File: src/rtl/uart_pkg.sv
// Shared UART definitions: receiver FSM states, default frame geometry and a vote helper.
package uart_pkg;

  localparam int UART_DATA_BITS  = 8;
  localparam int UART_OVERSAMPLE = 16;

  typedef enum logic [1:0] {RX_IDLE, RX_START, RX_DATA, RX_STOP} rx_state_t;

  function automatic logic majority3(input logic a, input logic b, input logic c);
    return (a & b) | (a & c) | (b & c);
  endfunction

endpackage

File: src/rtl/uart_rx_if.sv
// Receiver-side signal bundle: oversampling strobe and serial line in, received byte and status out.
interface uart_rx_if
  import uart_pkg::*;
#(
  parameter int DATA_BITS = UART_DATA_BITS
) ();

  logic                 rx_tick;
  logic                 rx_in;
  logic [0:DATA_BITS-1] data_out;
  logic                 rx_done;
  logic                 rx_busy;
  logic                 frame_err;

  modport slave (
    input  rx_tick, rx_in,
    output data_out, rx_done, rx_busy, frame_err
  );

  modport master (
    output rx_tick, rx_in,
    input  data_out, rx_done, rx_busy, frame_err
  );

endinterface

File: src/rtl/uart_rx_sync.sv
// Two-flop synchroniser for the asynchronous serial line; resets to the idle (high) level.
module uart_rx_sync (
  input  logic clk,
  input  logic rst,
  input  logic din,
  output logic dout
);

  logic meta;

  always_ff @(posedge clk or negedge rst) begin
    if (!rst) begin
      meta <= 1'b1;
      dout <= 1'b1;
    end else begin
      meta <= din;
      dout <= meta;
    end
  end

endmodule

File: src/rtl/uart_rx.sv
// 8N1 UART receiver: majority-of-three sampling around mid-bit on the oversampling strobe.
module uart_rx
  import uart_pkg::*;
#(
  parameter int OVERSAMPLE = UART_OVERSAMPLE,
  parameter int DATA_BITS  = UART_DATA_BITS
) (
  input logic    clk,
  input logic    rst,
  uart_rx_if.slave rx
);

  localparam int SW = $clog2(OVERSAMPLE);
  localparam int BW = $clog2(DATA_BITS);
  localparam logic [SW-1:0] S_LO   = SW'(OVERSAMPLE / 2 - 1);
  localparam logic [SW-1:0] S_MID  = SW'(OVERSAMPLE / 2);
  localparam logic [SW-1:0] S_DEC  = SW'(OVERSAMPLE / 2 + 1);
  localparam logic [SW-1:0] S_LAST = SW'(OVERSAMPLE - 1);
  localparam logic [BW-1:0] B_LAST = BW'(DATA_BITS - 1);

  rx_state_t            state, state_next;
  logic                 armed, armed_next;
  logic [SW-1:0]        sample_cnt, sample_next;
  logic [BW-1:0]        bit_cnt, bit_next;
  logic [0:DATA_BITS-1] shift_reg, shift_next;
  logic [0:DATA_BITS-1] data_q, data_next;
  logic [1:0]           hist, hist_next;
  logic                 ferr_q, ferr_next;
  logic                 busy_q, busy_next;
  logic                 done_q, done_next;
  logic                 rx_s;
  logic                 vote;

  uart_rx_sync u_sync (
    .clk  (clk),
    .rst  (rst),
    .din  (rx.rx_in),
    .dout (rx_s)
  );

  // hist[1] holds the MID-1 sample and hist[0] the MID sample; the live sample completes the vote
  assign vote = majority3(hist[1], hist[0], rx_s);

  always_ff @(posedge clk or negedge rst) begin
    if (!rst) begin
      state      <= RX_IDLE;
      armed      <= 1'b0;
      sample_cnt <= '0;
      bit_cnt    <= '0;
      shift_reg  <= '0;
      data_q     <= '0;
      hist       <= '0;
      ferr_q     <= 1'b0;
      busy_q     <= 1'b0;
      done_q     <= 1'b0;
    end else begin
      state      <= state_next;
      armed      <= armed_next;
      sample_cnt <= sample_next;
      bit_cnt    <= bit_next;
      shift_reg  <= shift_next;
      data_q     <= data_next;
      hist       <= hist_next;
      ferr_q     <= ferr_next;
      busy_q     <= busy_next;
      done_q     <= done_next;
    end
  end

  always_comb begin
    state_next  = state;
    armed_next  = armed;
    sample_next = sample_cnt;
    bit_next    = bit_cnt;
    shift_next  = shift_reg;
    data_next   = data_q;
    hist_next   = hist;
    ferr_next   = ferr_q;
    busy_next   = busy_q;
    done_next   = 1'b0;

    if (rx.rx_tick) begin
      case (state)
        RX_IDLE: begin
          sample_next = '0;
          if (rx_s) begin
            armed_next = 1'b1;
          end else if (armed) begin
            // the detecting tick counts as sample 0 of the start bit
            state_next  = RX_START;
            sample_next = SW'(1);
            busy_next   = 1'b1;
          end
        end
        default: begin
          sample_next = (sample_cnt == S_LAST) ? '0 : sample_cnt + 1'b1;
          if (sample_cnt == S_LO)  hist_next[1] = rx_s;
          if (sample_cnt == S_MID) hist_next[0] = rx_s;
          case (state)
            RX_START: begin
              if (sample_cnt == S_DEC && vote) begin
                state_next  = RX_IDLE;
                busy_next   = 1'b0;
                sample_next = '0;
              end else if (sample_cnt == S_LAST) begin
                state_next = RX_DATA;
                bit_next   = '0;
              end
            end
            RX_DATA: begin
              if (sample_cnt == S_DEC) shift_next[bit_cnt] = vote;
              if (sample_cnt == S_LAST) begin
                if (bit_cnt == B_LAST) state_next = RX_STOP;
                else                   bit_next   = bit_cnt + 1'b1;
              end
            end
            RX_STOP: begin
              // leave at the stop decision rather than the bit end to gain resync margin
              if (sample_cnt == S_DEC) begin
                data_next   = shift_reg;
                ferr_next   = ~vote;
                armed_next  = vote;
                busy_next   = 1'b0;
                done_next   = 1'b1;
                sample_next = '0;
                state_next  = RX_IDLE;
              end
            end
            default: ;
          endcase
        end
      endcase
    end
  end

  assign rx.data_out  = data_q;
  assign rx.rx_done   = done_q;
  assign rx.rx_busy   = busy_q;
  assign rx.frame_err = ferr_q;

endmodule

File: src/flat_wrapper.sv
// flat-port wrapper written by rule: the top's interface ports become plain ports
module uart_rx_flat import uart_pkg::*;
#(
  parameter int OVERSAMPLE = UART_OVERSAMPLE,
  parameter int DATA_BITS  = UART_DATA_BITS
)
  (clk, rst, rx_rx_tick, rx_rx_in, rx_data_out, rx_rx_done, rx_rx_busy, rx_frame_err);
  uart_rx_if #(.DATA_BITS(DATA_BITS)) rx_i ();
  input logic clk;
  input logic rst;
  input wire logic [$bits(rx_i.rx_tick)-1:0] rx_rx_tick;
  input wire logic [$bits(rx_i.rx_in)-1:0] rx_rx_in;
  output wire logic [$bits(rx_i.data_out)-1:0] rx_data_out;
  output wire logic [$bits(rx_i.rx_done)-1:0] rx_rx_done;
  output wire logic [$bits(rx_i.rx_busy)-1:0] rx_rx_busy;
  output wire logic [$bits(rx_i.frame_err)-1:0] rx_frame_err;
  assign rx_i.rx_tick = rx_rx_tick;
  assign rx_i.rx_in = rx_rx_in;
  assign rx_data_out = rx_i.data_out;
  assign rx_rx_done = rx_i.rx_done;
  assign rx_rx_busy = rx_i.rx_busy;
  assign rx_frame_err = rx_i.frame_err;
  uart_rx #(.OVERSAMPLE(OVERSAMPLE), .DATA_BITS(DATA_BITS)) u_core (.clk(clk), .rst(rst), .rx(rx_i));
endmodule
File: config.mk
export PLATFORM = sky130hd
export DESIGN_NAME = uart_rx_flat
export DESIGN_NICKNAME = d
export VERILOG_FILES = /design/src/rtl/uart_pkg.sv /design/src/rtl/uart_rx_if.sv /design/src/rtl/uart_rx_sync.sv /design/src/rtl/uart_rx.sv /design/src/flat_wrapper.sv
export SDC_FILE = /design/constraint.sdc
export NUM_CORES = 1
export LEC_CHECK = 0
export CORE_MARGIN = 3
export CORE_UTILIZATION = 40
export DETAILED_ROUTE_END_ITERATION = 10
export HOLD_SLACK_MARGIN = 0.1
export SLEW_MARGIN = 20
export SYNTH_ARGS = -nofsm -noshare
export SYNTH_HDL_FRONTEND = slang
export SYNTH_SLANG_ARGS = --single-unit
File: constraint.sdc
create_clock -name clk -period 2.7 [get_ports clk]
set_input_delay 0.54 -clock clk [delete_from_list [all_inputs] [get_ports clk]]
set_output_delay 0.54 -clock clk [all_outputs]
set_load 0.01 [all_outputs]
Word-level counts from Yosys, hierarchy flattened
Index checks and enable logic that the tools add are counted.

word-level totals
  bits in writable memories = 0
  flip-flop bits (word level) = 33
  ROM bits = 0
  latch bits = 0
  memories kept = 0
  bits of input ports = 4
  logic and storage cells = 99

operators by class
  reductions and logical operators = 16
  equal/unequal tests = 20
  multiplexer cells = 38
  shift operators = 0
  $mul = 0
  bitwise operators = 8
  $add $sub $neg = 2
  magnitude comparators = 2
  divide/modulo/power cells = 0

operators by type and width
  operator               number
  $mux W4                5
  $mux W2                8
  $mux W1                15
  $eq A4 B4 Y1 const B   3
  $mux W3                4
  $reduce_and A4 Y1      3
  $ne A3 B1 Y1 const B   3
  $bwmux W8              1
  $ne A2 B2 Y1 const B   4
  $pmux W4 S2            1
  $reduce_and A8 Y1      1
  $reduce_and A7 Y1      1
  $ne A2 B1 Y1 const B   3
  $pmux W2 S3            1
  $pmux W3 S2            1
  $reduce_and A3 Y1      2
  $reduce_and A6 Y1      1
  $reduce_bool A2 Y1     3
  $add A4 B1 Y4 const B  1
  $eq A2 B2 Y1 const B   2
  $eq A4 B3 Y1 const B   1
  $ge A4 B4 Y1 const B   1
  $lt A4 B1 Y1 const B   1
  $ne A4 B1 Y1 const B   1
  14 further kinds       19

Longest topological paths before layout
  word-level depth = 7
  mapped depth = 8
  depth with buffers taken out = 6

Hierarchy
From an unflattened synthesis, not the netlist that was laid out.

second synthesis, totals
  cell total of the unflattened synthesis = 159
  area total of the unflattened synthesis = 1756.7 µm²

by module, submodules not included
  module        area each (µm²)  times used  cells each
  uart_rx       1704.1           1           157
  uart_rx_sync  52.6             1           2

Least setup slack after synthesis
Ideal clock, no wire load.

  path kind = reg-to-reg
  from = reg u_core.state[1]
  to = reg u_core.shift_reg[1] in the netlist's numbering
  library setup time = 0.125 ns
  cell stages (with the launch flop) = 8
  slack = 0.760 ns
  arrival = 1.815 ns
  clock period less this slack = 1.940 ns
  cells stage by stage = dfrtp_1 > inv_1 > ha_1 > clkbuf_1 > nor2b_1 > nand4_1 > nor3_1 > mux2_2

on the way
  longest elaborated chain between the ends = 3
  elaborated cells between the ends (all ways) = 4
  classes of those cells = eq/ne (1); bitwise (1); reduce/logical (2)

ends and longest elaborated chain
  element                               line           RTL
  start, declared                       uart_rx.sv:21  rx_state_t state, state_next;
  start signal, assigned                uart_rx.sv:57  state <= state_next;
  $logic_not A2 Y1                      uart_rx.sv:83  case (state)
  $not A1 Y1 (no source line)           n/a
  $reduce_and A4 Y1 (no source line) *  n/a
  end signal, assigned                  uart_rx.sv:61  shift_reg <= shift_next;
  end, declared                         uart_rx.sv:25  logic [0:DATA_BITS-1] shift_reg, shift_next;

Every way passes the cells marked *; elsewhere a longest branch is shown, timed or not.
A chain may end at the register's enable or synchronous reset.

Worst setup path in the final report
  from = in rx_rx_tick
  to = reg u_core.shift_reg[1] in the netlist's numbering

on the way
  longest elaborated chain between the ends = 1

ends and longest elaborated chain
  element                             line                RTL
  start, declared                     flat_wrapper.sv:11  input wire logic [$bits(rx_i.rx_tick)-1:0] rx_rx_tick;
  $reduce_and A4 Y1 (no source line)  n/a

No other way between the ends.

==> out/results.ini <==
[outcome]
status = finished clean

[drt]
first_pass_iters = 4
drc = 0
drt_wl_total_um = 3090
vias = 1133
wl_per_cell_um = 14.3
post_drt_via_cell_ratio = 5.25
ant_nets = 0
drt_iter0_markers = 33

[critical_path]
slowest_delay_ns = 0.60
rr_worst_depth = 6
worstSetupStartpointType = primary input
path_buf_inv = 1
cp_slowest_cell = clkdlybuf4s50_1
ff2ff_setup_slack_ns = 0.68
crit_fanout = 8
cp_cell_sequence = clkdlybuf4s50_1 -> nor2b_1 -> nand4_1 -> nor3_1 -> mux2_2
cp-end-kind = flop
r2r-start = u_core.state[1]$_DFFE_PN0P_
crit_type = in2reg
r2r_end = u_core.shift_reg[1]$_DFFE_PN0P_
cp_top_family = simple AND/OR/NAND/NOR gates
worstPathRequired_ns = 2.87
worstPathArrival_ns = 2.23

[place]
dp_slack_ns = 0.345
place_area_mm2 = 0.00184
io_buffers = 14
hpwl_um = 2210
place_congestion = 0.958

[cells_and_area]
syn_to_final_growth_pct = 17.4
drive_above_1_share_pct = 20.8
finalInstanceArea_mm2 = 0.00193
fin_util_pct = 50.7
nets = 181
diodes = 0

[clocking]
cts_max_path_buffers = 2
htree_levels = 2
cts_resized = 0
clkSinkCount = 33
clk_latency_ns = 0.29
clock-root-buffer = clkbuf_8
clk_pin_slew_ns = 0.07
cts_tree = yes
numCtsBuffers = 5
postCtsSetupBuffers = 0
postCtsHoldBufs = 0

[synth]
synth-edff-count = 0
synthTopCellsByArea = dfrtp_1 (47%), mux2_2 (14%), ha_1 (7.6%)
synth_common_cells = dfrtp_1 (31), mux2_2 (20), inv_1 (13)
syn_area_per_cell_um2 = 11.1
synth-seq-cells = 33
synth_top_area_share_pct = 47.3
synth_nets = 162
ys.flop_type = dfrtp_1
synth_area_mm2 = 0.00164
synth_top_area_cell = dfrtp_1
ys_async_sr_fraction_pct = 100
synth.most_common_cell = dfrtp_1
postSynthCellCount = 148
yosysSeqAreaShare_pct = 50.5
ys.warnings.count = 0
synth_cell_type_count = 32

[pwr]
p_leak_nw = 0.898
peakVddDrop_mv = 0.526
p_per_area_mw_per_mm2 = 849

[die]
row_count = 22
core_mm2 = 0.00380
start_util_pct = 43.2
io_pins = 15
die-area_mm2 = 0.00490
die-width_um = 70.0
die_y_um = 70.0

[hold_path]
worstHoldPathCells = 0
timing.hold.worst.class = reg2reg
hold_end = u_core.u_sync.dout$_DFF_PN1_
worstHoldStart = u_core.u_sync.meta$_DFF_PN1_

[timing]
final.min_clock_period_ns = 2.05
setup_viol_count_final = 0
setup_ws_ns = 0.648
tightest_slew_ns = 0.502
holdWs_ns = 0.357
final-max-slew-violation-count = 0
relSlewSlack_pct = 66.3
fin_setup_tns_ns = 0
skew_ns = 0.00373
period_share_pct = 76.0
hold_violations = 0
fmax_mhz = 487
rsz0062_at_grt = no

[global_route]
grt_pass1_wl_um = 5380
globalRouteTotalUtil_pct = 13.9
grt.overflow.total = 0
grt_max_degree = 34
antenna_found_initial = 0
grt_pass1_vias = 1133

[run]
cap_viol_max_count = 0

[metal layers]
layer / routed length, µm / global-route usage (%) / vias to the layer above
li1: - / - / 553
met1: 1500 / 18.5 / 551
met2: 1380 / 19.7 / 23
met3: 143 / 4.32 / 6
met4: 71 / 8.09 / 0
met5: 0 / 0 / -
[cell families after synthesis]
group / count (synthesis) / synth area share (%)
AND/OR/NAND/NOR: 41 / 13.0
flip-flops: 33 / 50.5
multiplexers: 24 / 16.2
AO/OA/AOI/OAI: 21 / 7.93
buffers and inverters: 18 / 4.19
adder cells (fa/ha/maj): 11 / 8.24
[how the worst max path moves through the flow]
stage,startpoint,to,slack [ns],depth (start not counted)
2_1_floorplan,u_core.state[1]$_DFFE_PN0P_,u_core.shift_reg[1]$_DFFE_PN0P_,0.76,7
3_3_place_gp,rx_rx_tick,u_core.shift_reg[5]$_DFFE_PN0P_,0.39,5
3_5_place_dp,rx_rx_tick,u_core.shift_reg[1]$_DFFE_PN0P_,0.34,5
4_1_cts,rx_rx_tick,u_core.shift_reg[1]$_DFFE_PN0P_,0.65,5
5_1_grt,rx_rx_tick,u_core.shift_reg[0]$_DFFE_PN0P_,0.49,5
6_report,rx_rx_tick,u_core.shift_reg[1]$_DFFE_PN0P_,0.65,5
[cell usage in the layout (no fill, tap or decap), types with 5 or more instances in the layout]
cell | synthesis | routed
ha_1 | 10 | 10
nand2_1 | 10 | 10
o21ai_0 | 7 | 7
clkdlybuf4s50_1 | 0 | 14
clkbuf_8 | 0 | 5
nor2_1 | 9 | 9
dfrtp_1 | 31 | 31
mux2_2 | 20 | 20
inv_1 | 13 | 13
nand3_1 | 5 | 5
[cell type report]
type | instances | area (µm²)
Clock buffer | 6 | 72.6
Tap cell | 48 | 60.1
Sequential cell | 33 | 828
Timing Repair Buffer | 17 | 163
Fill cell | 356 | 1870
Clock inverter | 2 | 10.0
Inverter | 13 | 48.8
Multi-Input combinational cell | 97 | 743
[power by group]
part	internal, mW	switching [mW]
registers	0.597	0.109
logic	0.251	0.324
clock network	0.178	0.176
total	1.03	0.609
[metrics by stage]
step           instances  power [mW]
3_5_place_dp         208        1.28
4_1_cts              216        1.65
5_1_grt              216        1.77
3_3_place_gp         208        1.26
6_report             216        1.64
2_1_floorplan        148        1.11
Note: power is estimated with default switching activity, not from simulation.
